--- config.mk ---
export PLATFORM = sky130hd
export DESIGN_NAME = seq_multiplier
export DESIGN_NICKNAME = d
export VERILOG_FILES = /design/src/rtl/seq_multiplier.sv
export SDC_FILE = /design/constraint.sdc
export NUM_CORES = 1
export LEC_CHECK = 0
export CAP_MARGIN = 20
export CORE_MARGIN = 5
export CORE_UTILIZATION = 50
export CTS_CLUSTER_SIZE = 28
export DETAILED_ROUTE_END_ITERATION = 10
export PLACE_DENSITY = 0.73
export SYNTH_ARGS = -nofsm -noshare
export SYNTH_HDL_FRONTEND = slang
export SYNTH_SLANG_ARGS = --single-unit
--- constraint.sdc ---
create_clock -name clk -period 8.75 [get_ports clk]
set_input_delay 1.75 -clock clk [delete_from_list [all_inputs] [get_ports clk]]
set_output_delay 1.75 -clock clk [all_outputs]
set_load 0.01 [all_outputs]
--- src/rtl/seq_multiplier.sv ---
`default_nettype none
// +----------------------------------------------------------------------------+
// | Module  : seq_multiplier                                                    |
// | Purpose : radix-2 shift-add multiplier, one multiplier bit per cycle,        |
// |           signed or unsigned operands, IDLE/CALC/DONE control.              |
// | Revision: 1.0 - initial release                                            |
// +----------------------------------------------------------------------------+
module seq_multiplier #(
   parameter int WIDTH = 8
) (
   input  logic                 clk,
   input  logic                 rst,
   input  logic                 start,
   input  logic                 signed_mode,
   input  logic [WIDTH-1:0]     a,
   input  logic [WIDTH-1:0]     b,
   output logic                 busy,
   output logic                 done,
   output logic [2*WIDTH-1:0]   p
);

   localparam int PW = 2 * WIDTH;
   localparam int CW = (WIDTH > 2) ? $clog2(WIDTH) : 1;

   localparam logic [1:0] S_IDLE = 2'd0;
   localparam logic [1:0] S_CALC = 2'd1;
   localparam logic [1:0] S_DONE = 2'd2;

   logic [1:0]       state;
   logic [1:0]       state_next;

   logic [PW-1:0]    mcand;
   logic [WIDTH-1:0] mplier;
   logic [PW-1:0]    acc;
   logic [CW-1:0]    cnt;
   logic             neg;

   logic [WIDTH-1:0] a_mag;
   logic [WIDTH-1:0] b_mag;
   logic [PW-1:0]    acc_sum;
   logic             last_bit;

   // The most negative operand maps to 2^(W-1), which still fits as an unsigned magnitude.
   assign a_mag    = (signed_mode && a[WIDTH-1]) ? -a : a;
   assign b_mag    = (signed_mode && b[WIDTH-1]) ? -b : b;
   assign acc_sum  = acc + (mplier[0] ? mcand : {PW{1'b0}});
   assign last_bit = (cnt == CW'(WIDTH - 1));

   always_ff @(posedge clk) begin
      if (rst) begin
         state <= S_IDLE;
      end else begin
         state <= state_next;
      end
   end

   always_comb begin
      state_next = S_IDLE;
      case (state)
         S_IDLE:  state_next = start    ? S_CALC : S_IDLE;
         S_CALC:  state_next = last_bit ? S_DONE : S_CALC;
         S_DONE:  state_next = S_IDLE;
         default: state_next = S_IDLE;
      endcase
   end

   always_comb begin
      busy = (state == S_CALC);
      done = (state == S_DONE);
   end

   always_ff @(posedge clk) begin
      if (rst) begin
         mcand  <= '0;
         mplier <= '0;
         acc    <= '0;
         cnt    <= '0;
         neg    <= 1'b0;
         p      <= '0;
      end else begin
         case (state)
            S_IDLE: begin
               if (start) begin
                  mcand  <= {{WIDTH{1'b0}}, a_mag};
                  mplier <= b_mag;
                  acc    <= '0;
                  cnt    <= '0;
                  neg    <= signed_mode & (a[WIDTH-1] ^ b[WIDTH-1]);
               end
            end
            S_CALC: begin
               acc    <= acc_sum;
               mcand  <= mcand << 1;
               mplier <= mplier >> 1;
               cnt    <= cnt + CW'(1);
               // Result is taken from the final partial sum so DONE presents it directly.
               if (last_bit) begin
                  p <= neg ? -acc_sum : acc_sum;
               end
            end
            default: begin
            end
         endcase
      end
   end

endmodule
`default_nettype wire

==> metrics.cfg <==
[die]
start_util_pct = 51.0
io_pins = 38
row_count = 31
coreArea_um2 = 7210
die_x_um = 95.8
die-area_um2 = 9180
die_h_um = 95.8

[timing]
max_freq_mhz = 266
min_period_over_period_pct = 43.0
maxSlewViolCount = 0
worst_pin_slew_ns = 1.01
skew_ns = 0.0111
final.min_clock_period_ns = 3.76
finalSetupViolations = 0
fin_setup_tns_ns = 0
holdWs_ns = 0.450
slew_headroom_pct = 32.6
hold_violations = 0
rsz0062_at_grt = false

[detailed_routing]
drc = 0
dr.pass1.iters = 4
via_per_inst = 5.57
detail-route-antenna-nets = 0
drtIter0Drc = 220
vias = 3272
wl_per_cell_um = 12.9
wl_mm = 7.58

[finish]
fill_cells = 690
antennaDiodeCount = 0
synthToLayoutAreaGrowth_pct = 18.3
nets = 524
seq_area_um2 = 1240
multi_input_area_um2 = 2300
layout-drive-gt1-share_pct = 7.58
fin_util_pct = 60.4
finalNonFillerCells = 587

[synth]
ys_types = 54
yosysSeqAreaShare_pct = 33.7
synth_area_per_cell_um2 = 8.11
synthCells = 454
netlist_area_um2 = 3680
syn-num-nets = 495
synth_warnings = 0
synth-async-reset-ratio_pct = 0
synth_edf_count = 0
ys.flop_type = dfxtp_1
yosys_register_bits = 62

[worst_hold_path]
hold_start = p[2]$_SDFFE_PP0P_
hold_path_depth = 2
min_to = p[2]$_SDFFE_PP0P_
hold_class = reg -> reg

[job]
cap_violations = 0

[cts]
htreeDepth = 3
cts_buffers = 9
tritoncts = yes
clock_latency_ns = 0.35
clock-sinks = 62
clock_path_buffers = 2
cts_hold_buf = 0
cts_resized = 0
clkTransAtPathRegs_ns = 0.08
cts-root-buf = clkbuf_8
post_cts_buffers = 0

[critical_path]
path_cells = and2_1, ha_1, fa_1, a211oi_2, o21ai_2, o2111ai_1, o31ai_1, or4_4, or4_4, o31ai_4, xnor2_1, a211oi_2
arrival_ns = 4.04
critical_path_required_ns = 9.03
r2r-end = p[15]$_SDFFE_PP0P_
reg2reg_depth = 12
r2r_start = mplier[0]$_SDFFE_PP0P_
critPathLaunchType = flop
critPathMaxStageDelay_ns = 0.55
critPathKind = reg -> reg
slowest_stage = or4_4
path_max_fanout = 17
rrSetupSlack_ns = 4.99
critPathCaptureType = flop

[pwr]
p_leak_nw = 1.69
power_density_nw_per_um2 = 150
irDropWorstVdd_mv = 0.0693

[status]
status = completed

[global_route]
gr-usage-all-layers_pct = 18.3
antenna_found_initial = 0
grt_pass1_wl_mm = 13.6
grt_start_max_net_pins = 63
grt_overflow = 0
grt_pass1_vias = 3110

[placed_design]
port-buffer-count = 37
post-place-cells = 570
place_hpwl_mm = 5.52
finalWeightedCongestion = 0.870

==> Yosys cell counts, types with 11 or more instances <==
library cell / number / area (um^2)
xor2_1: 23 / 201
nand2_1: 28 / 105
xnor2_1: 11 / 96.3
a22oi_1: 26 / 195
nor2_1: 84 / 315
inv_1: 15 / 56.3
nand3_1: 12 / 60.1
and2_1: 16 / 100
a211oi_1: 11 / 82.6
ha_1: 20 / 250
a21oi_1: 24 / 120
dfxtp_1: 62 / 1240
nor3_1: 13 / 65.1
clkbuf_1: 20 / 75.1
a222oi_1: 12 / 120
==> report_power, final <==
group,switching (mW),internal (mW)
combinational,0.0431,0.0325
sequential,0.00694,0.289
clock,0.120,0.161
==> cell type report <==
cell class / count / share of cell area, %
Inverter: 15 / 1.29
Multi-Input combinational cell: 354 / 52.9
Tap cell: 99 / 2.84
Timing Repair Buffer: 41 / 9.36
Clock inverter: 7 / 2.27
Clock buffer: 9 / 2.84
Sequential cell: 62 / 28.5
==> worst max path at each step <==
stage,depth (start not counted),from,to
after global routing,12,mplier[0]$_SDFFE_PP0P_,p[14]$_SDFFE_PP0P_
after detailed placement,12,mplier[0]$_SDFFE_PP0P_,p[15]$_SDFFE_PP0P_
after CTS,12,mplier[0]$_SDFFE_PP0P_,p[15]$_SDFFE_PP0P_
final,12,mplier[0]$_SDFFE_PP0P_,p[15]$_SDFFE_PP0P_
after floorplan,12,mplier[0]$_SDFFE_PP0P_,p[15]$_SDFFE_PP0P_
after global placement,11,mplier[0]$_SDFFE_PP0P_,p[15]$_SDFFE_PP0P_
==> worst max-delay path: cells and delay by family, from the launching register on <==
family | cells | cell delay [ns]
AOI/OAI and AO/OA | 6 | 1.18
xor gates and xnor gates | 1 | 0.11
adders and majority gates | 2 | 0.69
DFF | 1 | 0.44
and+or+nand+nor | 3 | 1.26
==> metal layers <==
layer  global-route usage, %  routed length, um
met1                    24.7               3800
met2                    29.1               3330
met3                    3.05                333
met4                    7.23                121
met5                       0                  0
==> kinds of logic after synthesis <==
group	share of synthesized area [%]
xor gates and xnor gates	8.09
muxes	0.883
and+or+nand+nor	22.9
AOI/OAI and AO/OA	23.2
adders and majority gates	7.34
DFF	33.7
buffers and inverters	3.94
==> metrics by stage <==
step	setup slack [ns]	power, mW	instance area, um^2
final	4.99	0.652	4360
after global routing	4.69	0.682	4360
after CTS	4.93	0.658	4340
after detailed placement	4.96	0.377	4110
after global placement	5.05	0.376	4110
after floorplan	5.19	0.353	3680
==> registers in the layout (all words and copies together) (netlist names) <==
signal and cells:
cnt 3, acc 16, p 16, state 2, mcand 16, mplier 8
neg 1
==> layout by cell type, fill, tap and decap left out, types with 5 or more instances in the layout <==
| cell | n |
|---|---|
| nor2b_1 | 5 |
| a211oi_1 | 11 |
| a22oi_1 | 26 |
| nor2_1 | 84 |
| o21ai_0 | 10 |
| clkbuf_8 | 9 |
| nand2_1 | 28 |
| nand3_1 | 12 |
| xor2_1 | 23 |
| xnor2_1 | 11 |
| clkdlybuf4s50_1 | 36 |
| nor3_1 | 13 |
| a21oi_1 | 24 |
| nand2b_1 | 5 |
| a222oi_1 | 12 |
| dfxtp_1 | 62 |
| inv_1 | 15 |
| and2_1 | 16 |
| ha_1 | 20 |
(Power assumes the default switching activity.)
